==> src/rtl/ram1_arb_pkg.sv <==
// Shared types and widths for the single-port RAM arbiter.
// Owner-state enum, RAM data/byte-enable widths, starvation counter width.
package ram1_arb_pkg;

  localparam int DATA_W       = 32;
  localparam int BE_W         = 4;
  localparam int STARVE_CNT_W = 4;

  typedef enum logic [2:0] {
    OWN_NONE,
    OWN_IF_RD,
    OWN_LS_RD,
    OWN_LS_WR,
    OWN_ERR_IF,
    OWN_ERR_LS
  } owner_e;

endpackage

==> src/rtl/ram1_arb_grant.sv <==
// Grant logic: picks fetch or load/store when both request in one cycle.
// Ports: clk, rst_n, if_valid, ls_valid -> grant_if, grant_ls.
// RAM1_ARB_RR_EN selects strict round-robin instead of priority+starvation.
module ram1_arb_grant
  import ram1_arb_pkg::*;
#(
  parameter int STARVE_LIMIT = 4
) (
  input  logic clk,
  input  logic rst_n,
  input  logic if_valid,
  input  logic ls_valid,
  output logic grant_if,
  output logic grant_ls
);

`ifdef RAM1_ARB_RR_EN
  // 1 = load/store was granted last, 0 = fetch (reset value)
  logic last_ls;

  assign grant_if = if_valid && (!ls_valid || last_ls);
  assign grant_ls = ls_valid && !grant_if;

  always_ff @(posedge clk or negedge rst_n) begin
    if (!rst_n) begin
      last_ls <= 1'b0;
    end else if (grant_if) begin
      last_ls <= 1'b0;
    end else if (grant_ls) begin
      last_ls <= 1'b1;
    end
  end
`else
  localparam logic [STARVE_CNT_W-1:0] LIMIT =
    STARVE_CNT_W'(STARVE_LIMIT);

  logic [STARVE_CNT_W-1:0] starve_cnt;
  logic                    fetch_wins;

  assign fetch_wins = (starve_cnt == LIMIT);
  assign grant_if   = if_valid && (!ls_valid || fetch_wins);
  assign grant_ls   = ls_valid && !grant_if;

  always_ff @(posedge clk or negedge rst_n) begin
    if (!rst_n) begin
      starve_cnt <= '0;
    end else if (!if_valid || grant_if) begin
      starve_cnt <= '0;
    end else if (starve_cnt != LIMIT) begin
      starve_cnt <= starve_cnt + 1'b1;
    end
  end
`endif

endmodule

==> src/rtl/ram1_port_arbiter.sv <==
// Shares one 1-cycle-latency single-port RAM between fetch and load/store.
// Ports: if_req_*/if_rsp_*, ls_req_*/ls_rsp_*, ram_* pins. Macro: RAM1_ARB_RR_EN.
module ram1_port_arbiter
  import ram1_arb_pkg::*;
#(
  parameter int          ADDR_WIDTH   = 14,
  parameter logic [31:0] BASE_ADDR    = 32'h0000_0000,
  parameter int          STARVE_LIMIT = 4
) (
  input  logic                  clk,
  input  logic                  rst_n,
  input  logic                  if_req_valid,
  output logic                  if_req_ready,
  input  logic [31:0]           if_req_addr,
  output logic                  if_rsp_valid,
  output logic [DATA_W-1:0]     if_rsp_rdata,
  output logic                  if_rsp_err,
  input  logic                  ls_req_valid,
  output logic                  ls_req_ready,
  input  logic [31:0]           ls_req_addr,
  input  logic                  ls_req_we,
  input  logic [BE_W-1:0]       ls_req_be,
  input  logic [DATA_W-1:0]     ls_req_wdata,
  output logic                  ls_rsp_valid,
  output logic [DATA_W-1:0]     ls_rsp_rdata,
  output logic                  ls_rsp_err,
  output logic [ADDR_WIDTH-1:0] ram_addr,
  output logic [DATA_W-1:0]     ram_wr_data,
  output logic                  ram_wr_en,
  output logic [BE_W-1:0]       ram_wr_byte_en,
  input  logic [DATA_W-1:0]     ram_rd_data
);

  localparam int WIN_LSB = ADDR_WIDTH + 2;

  logic        grant_if;
  logic        grant_ls;
  logic [31:0] req_addr;
  logic        hit;
  owner_e      owner;
  owner_e      owner_nxt;
  logic        unused_addr_lsb;

  assign unused_addr_lsb = ^{if_req_addr[1:0], ls_req_addr[1:0]};

  ram1_arb_grant #(
    .STARVE_LIMIT(STARVE_LIMIT)
  ) u_grant (
    .clk     (clk),
    .rst_n   (rst_n),
    .if_valid(if_req_valid),
    .ls_valid(ls_req_valid),
    .grant_if(grant_if),
    .grant_ls(grant_ls)
  );

  assign if_req_ready = grant_if;
  assign ls_req_ready = grant_ls;

  assign req_addr = grant_if ? if_req_addr : ls_req_addr;
  assign hit = (req_addr[31:WIN_LSB] == BASE_ADDR[31:WIN_LSB]);

  // Out-of-range or idle cycles leave every RAM pin at zero
  always_comb begin
    ram_addr       = '0;
    ram_wr_data    = '0;
    ram_wr_en      = 1'b0;
    ram_wr_byte_en = '0;
    if ((grant_if || grant_ls) && hit) begin
      ram_addr = req_addr[WIN_LSB-1:2];
      if (grant_ls && ls_req_we) begin
        ram_wr_en      = 1'b1;
        ram_wr_byte_en = ls_req_be;
        ram_wr_data    = ls_req_wdata;
      end
    end
  end

  always_comb begin
    owner_nxt = OWN_NONE;
    unique case (1'b1)
      grant_if: owner_nxt = hit ? OWN_IF_RD : OWN_ERR_IF;
      grant_ls: begin
        if (!hit)          owner_nxt = OWN_ERR_LS;
        else if (ls_req_we) owner_nxt = OWN_LS_WR;
        else                owner_nxt = OWN_LS_RD;
      end
      default: owner_nxt = OWN_NONE;
    endcase
  end

  always_ff @(posedge clk or negedge rst_n) begin
    if (!rst_n) begin
      owner        <= OWN_NONE;
      if_rsp_valid <= 1'b0;
      if_rsp_err   <= 1'b0;
      ls_rsp_valid <= 1'b0;
      ls_rsp_err   <= 1'b0;
    end else begin
      owner        <= owner_nxt;
      if_rsp_valid <= (owner_nxt == OWN_IF_RD) ||
                      (owner_nxt == OWN_ERR_IF);
      if_rsp_err   <= (owner_nxt == OWN_ERR_IF);
      ls_rsp_valid <= (owner_nxt == OWN_LS_RD) ||
                      (owner_nxt == OWN_LS_WR) ||
                      (owner_nxt == OWN_ERR_LS);
      ls_rsp_err   <= (owner_nxt == OWN_ERR_LS);
    end
  end

  // RAM has no output register, so read data is steered straight through
  assign if_rsp_rdata = (owner == OWN_IF_RD) ? ram_rd_data : '0;
  assign ls_rsp_rdata = (owner == OWN_LS_RD) ? ram_rd_data : '0;

endmodule

==> config.mk <==
export PLATFORM = sky130hd
export DESIGN_NAME = ram1_port_arbiter
export DESIGN_NICKNAME = d
export VERILOG_FILES = /design/src/rtl/ram1_arb_pkg.sv /design/src/rtl/ram1_arb_grant.sv /design/src/rtl/ram1_port_arbiter.sv
export SDC_FILE = /design/constraint.sdc
export NUM_CORES = 1
export LEC_CHECK = 0
export CAP_MARGIN = 20
export CORE_AREA = 2 2 100 102
export DETAILED_ROUTE_END_ITERATION = 8
export DIE_AREA = 0 0 102 104
export PLACE_DENSITY = 0.74
export SLEW_MARGIN = 25
export SYNTH_ARGS = -nofsm -noshare
export SYNTH_HDL_FRONTEND = slang
export SYNTH_SLANG_ARGS = --single-unit
==> constraint.sdc <==
create_clock -name clk -period 2.5 [get_ports clk]
set_clock_uncertainty 0.2 [all_clocks]
set_input_delay 0.25 -clock clk [delete_from_list [all_inputs] [get_ports clk]]
set_output_delay 0.25 -clock clk [all_outputs]
set_load 0.05 [all_outputs]
* Yosys cells after proc, flatten, opt, wreduce, memory -nomap -nowiden *
Index checks and enable logic that the tools add are counted.

storage, ports and cells
  memories = 0
  register bits = 11
  input port bits = 137
  bits in writable memories = 0
  ROM bits = 0
  bits in latches = 0
  output and inout port bits = 121
  word-level logic and storage cells = 47

cells by class
  eq/ne operators = 9
  shift-type cells = 0
  divide/modulo/power cells = 0
  multipliers = 0
  order comparisons = 0
  add/subtract/negate cells = 1
  reduce and logical (&&, ||, !) cells = 15
  multiplexer cells = 16
  bitwise operators = 0

operator list
  cell                 number
  $mux 32              5
  $logic_not 16->1     1
  $mux 4               4
  $mux 14              1
  $eq 3x2->1 const B   3
  $eq 3x1->1 const B   2
  $eq 3x3->1 const B   2
  $logic_or 1x1->1     6
  $mux 3               2
  $pmux 3 s2           1
  $add 4x1->4 const B  1
  $eq 4x3->1 const B   1
  $logic_and 1x1->1    4
  $ne 4x3->1 const B   1
  $logic_not 1->1      3
  $mux 1               3
  $reduce_bool 2->1    1

* Logic depth before layout (Yosys ltp) *
  depth in word-level cells = 10
  gate-level depth with buffers = 7

* Cells and area by module *
From an unflattened synthesis, not the netlist that was laid out.

unflattened totals
  cells, all modules = 247
  area total of the unflattened synthesis = 1691.6 um^2

modules (own cells, without submodules)
  module             seq. area each (um^2)  cells each  area an instance (um^2)  times used
  ram1_port_arbiter  175.2                  226         1483.9                   1
  ram1_arb_grant     100.1                  21          207.7                    1

* Worst setup path after synthesis *
No wires, ideal clock.

  kind = register to output
  start point = register u_grant.starve_cnt[0]
  end point = output port ram_wr_data[20]
  stages on the path, launching flop included = 8
  path slack = 132 ps
  arrival time = 1918 ps
  buffers on the path = 1
  data required time = 2050 ps
  path through = dfrtp_1 inv_1 ha_1 nand3b_1 o21ai_2 nor3_4 buf_6 and2_1

on the way
  longest elaborated chain between the ends = 8

ends and longest elaborated chain
  item                                                             line                     text
  from (decl)                                                      ram1_arb_grant.sv:37     logic [STARVE_CNT_W-1:0] starve_cnt;
  from (signal assigned)                                           ram1_arb_grant.sv:50     starve_cnt <= starve_cnt + 1'b1;
  $eq 4x3->1 (*)                                                   ram1_arb_grant.sv:40     assign fetch_wins = (starve_cnt == LIMIT);
  $logic_or 1x1->1 (*)                                             ram1_arb_grant.sv:41     assign grant_if = if_valid && (!ls_valid || fetch_wins);
  $logic_and 1x1->1 (*)                                            ram1_arb_grant.sv:41
  parallel branches: the longest is 4 deep, another holds $mux 32  n/a
  $mux 32 (*)                                                      ram1_port_arbiter.sv:69  if ((grant_if || grant_ls) && hit) begin
  to (decl)                                                        ram1_port_arbiter.sv:28  output logic [DATA_W-1:0] ram_wr_data,

Mark *: on every way between the ends.

* Final worst setup path *
  start point = register u_grant.starve_cnt[0]
  end point = output port ram_addr[13]

on the way
  longest elaborated chain between the ends = 8

ends and longest elaborated chain
  item                                                             line                     text
  $eq 4x3->1 (*)                                                   ram1_arb_grant.sv:40
  $logic_or 1x1->1 (*)                                             ram1_arb_grant.sv:41
  $logic_and 1x1->1 (*)                                            ram1_arb_grant.sv:41
  parallel branches: the longest is 4 deep, another holds $mux 32  n/a
  $mux 14 (*)                                                      ram1_port_arbiter.sv:69
  to (decl)                                                        ram1_port_arbiter.sv:27  output logic [ADDR_WIDTH-1:0] ram_addr,

Marks and branches as above.

==> implementation parameters <==
Parameter                              Value

Status
  Result of the run ... finished, final reports clean

STA
  Max-slew headroom at the worst pin ... approximately 66%
  Setup TNS ... 0 ps
  Fmax achieved ... between 0.4 and 0.5 GHz
  Setup repair after global routing missed its margin ... yes
  Max Slew Vio Count ... 0
  Finish-stage setup viols ... 0
  Post-route fraction of the period consumed by the critical path ... around 100%
  Clock period minus worst slack ... about 2500 ps
  Slew of the pin with the lowest slew margin ... 504.2 ps
  Final Hold Vio Count ... 0

Setup path
  Crit path kind ... flip-flop to output port
  Worst endpoint required time ... approximately 2100 ps
  Kind of start point of the critical path ... flip-flop
  CP max stage delay ... between 300 and 400 ps
  Critical path endpoint category ... output port
  Worst-path cell chain ... inv_2 -> ha_4 -> nand3b_1 -> buf_4 -> a211oi_4 -> buf_6 -> a32o_2 -> buf_12
  Crit-path max FO ... 6
  CP Data Arrival Time ... approximately 2100 ps
  Library cell contributing the largest single delay on the critical path ... sky130_fd_sc_hd__dfrtp_1
  Reg-to-Reg Start ... u_grant.starve_cnt[0]
  Launch point of the worst path ... u_grant.starve_cnt[0]

Floorplan
  Starting Density ... about 15%
  Core box area ... around 9500 µm²
  Std cell rows ... 36
  Die outline area ... approximately 11000 µm²
  Die height ... 104 µm
  DIE WIDTH ... 102 µm
  I/O pin cnt ... ~260

Route
  Wirelength, routed ... 8621 µm
  Via count ... between 2000 and 2500
  Routed wire per std cell ... 14.94 µm
  DRC violations left ... 0
  1st-pass router iterations ... 4
  Remaining number of nets flagged by the antenna check after routing ... 0
  Detail-routed via count per cell ... 4.094
  Number of DRC markers in iteration 0 ... 45

Logic synthesis
  Post-synthesis cell type count ... 27
  Synth Cell Area ... approximately 1500 µm²
  Net count of the mapped netlist ... between 300 and 400
  Post-Synth Adder-Cell Area ... approximately 1.7%
  Mean instance size in the synthesized netlist ... between 8 and 9 µm²
  EDFF count, synth ... 0
  Mux share of post-synthesis cell area ... 0%
  Post-Syn Instances ... 179
  Seq/Total Area, Yosys ... a little under a fifth
  Fraction of synthesized cell area in xor and xnor cells ... under 10%
  Synth Flop Type ... sky130_fd_sc_hd__dfrtp_1
  Syn. warnings ... 0
  Main combinational cell family by area after synthesis ... simple AND/OR/NAND/NOR gates
  Fraction of registers with async set/reset ... 100.0%
  Fraction of the mapped netlist area in simple logic gates ... 58.02%
  Register bit count reported by yosys ... 11
  Complex-gate fraction of the synthesized area ... roughly 13%

Power
  Cell leakage power ... around 2.2 nW
  Total Power Consumption ... ~0.73 mW
  Worst-case vdd ir drop ... approximately 0.11 mV
  Power per cell area ... 148.6 nW/µm²

Clocking
  Number of buffers inserted during clock tree synthesis ... 3
  Hold buffer count at CTS ... 0
  TritonCTS clock tree ... yes
  CTS H-tree depth ... 1
  Clock Root Buffer ... sky130_fd_sc_hd__clkbuf_8
  Clock Latency Late Sink ... approximately 230 ps
  Register clock-pin slew on the reported worst setup and hold paths ... 50 ps
  Number of clock sinks seen by CTS ... 11
  Maximum root-to-sink buffer count ... 2

Placement
  Placed Cells incl. Taps ... ~560
  Final Wtd Congestion ... 0.7236
  Detailed-placement wirelength estimate ... 7464 µm
  Port-buffer cells ... 253

Global routing
  Via count of the first global-routing pass ... 2390
  Remaining global-route overflow ... 0
  First-pass GRT wire length ... ~12000 µm
  Pin count of the biggest net entering global routing ... 38
  Number of antenna violations at the first check in global routing ... 0
  Global-route total usage across every layer ... between 10% and 20%

Worst hold path
  Class of the tightest hold or removal check ... primary input to asynchronous set/reset pin

Finish
  Area delta synth->final ... 238.9%
  Total inserted antenna cells ... 0
  Final std cells w/o fill ... between 500 and 600
  # nets final ... 584
  Most frequent cells in the layout ... sky130_fd_sc_hd__clkdlybuf4s50_1 (122), sky130_fd_sc_hd__buf_4 (69), sky130_fd_sc_hd__and2_1 (68)
  Most frequent standard cell in the layout excluding fill and tap cells ... sky130_fd_sc_hd__clkdlybuf4s50_1
  Fraction of final layout cells with drive strength greater than 1 ... approximately 45%
  Total of fill cells in the finished design ... ~850

Job
  Max-cap viol count ... 0
-- cell families (layout without fill, tap and decap cells) --
kind of cell,Yosys count,in the layout
DFF,11,11
adders and majority gates,2,2
and+or+nand+nor,126,126
buffers and inverters,18,283
xor gates and xnor gates,2,2
AOI/OAI and AO/OA,20,20
-- synth_stat cells, types with 2 or more instances --
master	number	area share, %
sky130_fd_sc_hd__and2_1	100	43
sky130_fd_sc_hd__dfrtp_1	11	19
sky130_fd_sc_hd__a32o_1	10	6.9
sky130_fd_sc_hd__nor4_2	8	6.9
sky130_fd_sc_hd__clkbuf_1	7	1.8
sky130_fd_sc_hd__inv_1	6	1.6
sky130_fd_sc_hd__nor2_1	6	1.6
sky130_fd_sc_hd__buf_6	5	3.9
sky130_fd_sc_hd__a22o_1	4	2.4
sky130_fd_sc_hd__a21oi_1	2	0.69
sky130_fd_sc_hd__ha_1	2	1.7
sky130_fd_sc_hd__nand3_1	2	0.69
sky130_fd_sc_hd__nor3b_1	2	1.0
-- layer usage --
metal | wire length (µm) | track usage (%) | up-vias
met3 | 950 | 3.696 | 6
met4 | 92 | 2.381 | 0
met5 | 0 | 0 | -
met2 | 5022 | 32.38 | 162
met1 | 2556 | 12.62 | 1067
li1 | - | - | 1127
-- power by group --
group	switching (mW)	internal [mW]	leakage [nW]
registers	0.00319	0.185	0.140
logic	0.145	0.224	2.05
clock network	0.0619	0.112	0.0228
total	0.211	0.520	2.21
-- registers in the layout, indices dropped and copies added, names as in the netlist --
signal              cells
if_rsp_valid            1
owner                   3
u_grant.starve_cnt      4
ls_rsp_err              1
ls_rsp_valid            1
if_rsp_err              1
-- repair_timing --
action                     in CTS  in global routing
cloned                          1                  0
resized for setup              23                 44
setup buffers                   6                  5
pin swaps                       8                 20
setup endpoints to repair      45                 50
-- per-stage QoR --
stage          setup slack, ps  util (%)  area (µm²)  hold WS [ps]
2_1_floorplan            131.6         -        1451        -245.6
3_3_place_gp             25.30     48.65        4646         266.6
3_5_place_dp            -19.17     48.65        4646         291.9
4_1_cts                 -5.461     49.90        4765         150.8
5_1_grt                 -98.23     51.51        4918         191.2
6_report                 2.206     51.51        4918         137.9
-- final timing paths --
kind,to,slack [ps],cells past startpoint
max,ram_addr[13],2,8
min,if_rsp_err,140,1
max reg2reg,owner[2],480,9
min reg2reg,u_grant.starve_cnt[3],350,2
max in group asynchronous,u_grant.starve_cnt[2],1650,1
min in group clk,u_grant.starve_cnt[3],350,2
-- worst max-delay path: cells and delay by family, from the launching register on --
kind                       cells  cell delay, ps
buffers and inverters          4             590
AOI/OAI and AO/OA              2             540
DFF                            1             390
and+or+nand+nor                1             150
adders and majority gates      1             130
-- layout make-up --
type                    instances  area, µm²  area share, %
clock buffers                   4      45.04         0.9158
inverters                       6      22.52         0.4579
multi-input cells             150       1199          24.37
repair buffers                273       3211          65.28
well taps                     133      166.4          3.383
flip-flops and latches         11      275.3          5.597
Power figures use the tool's default switching activity.
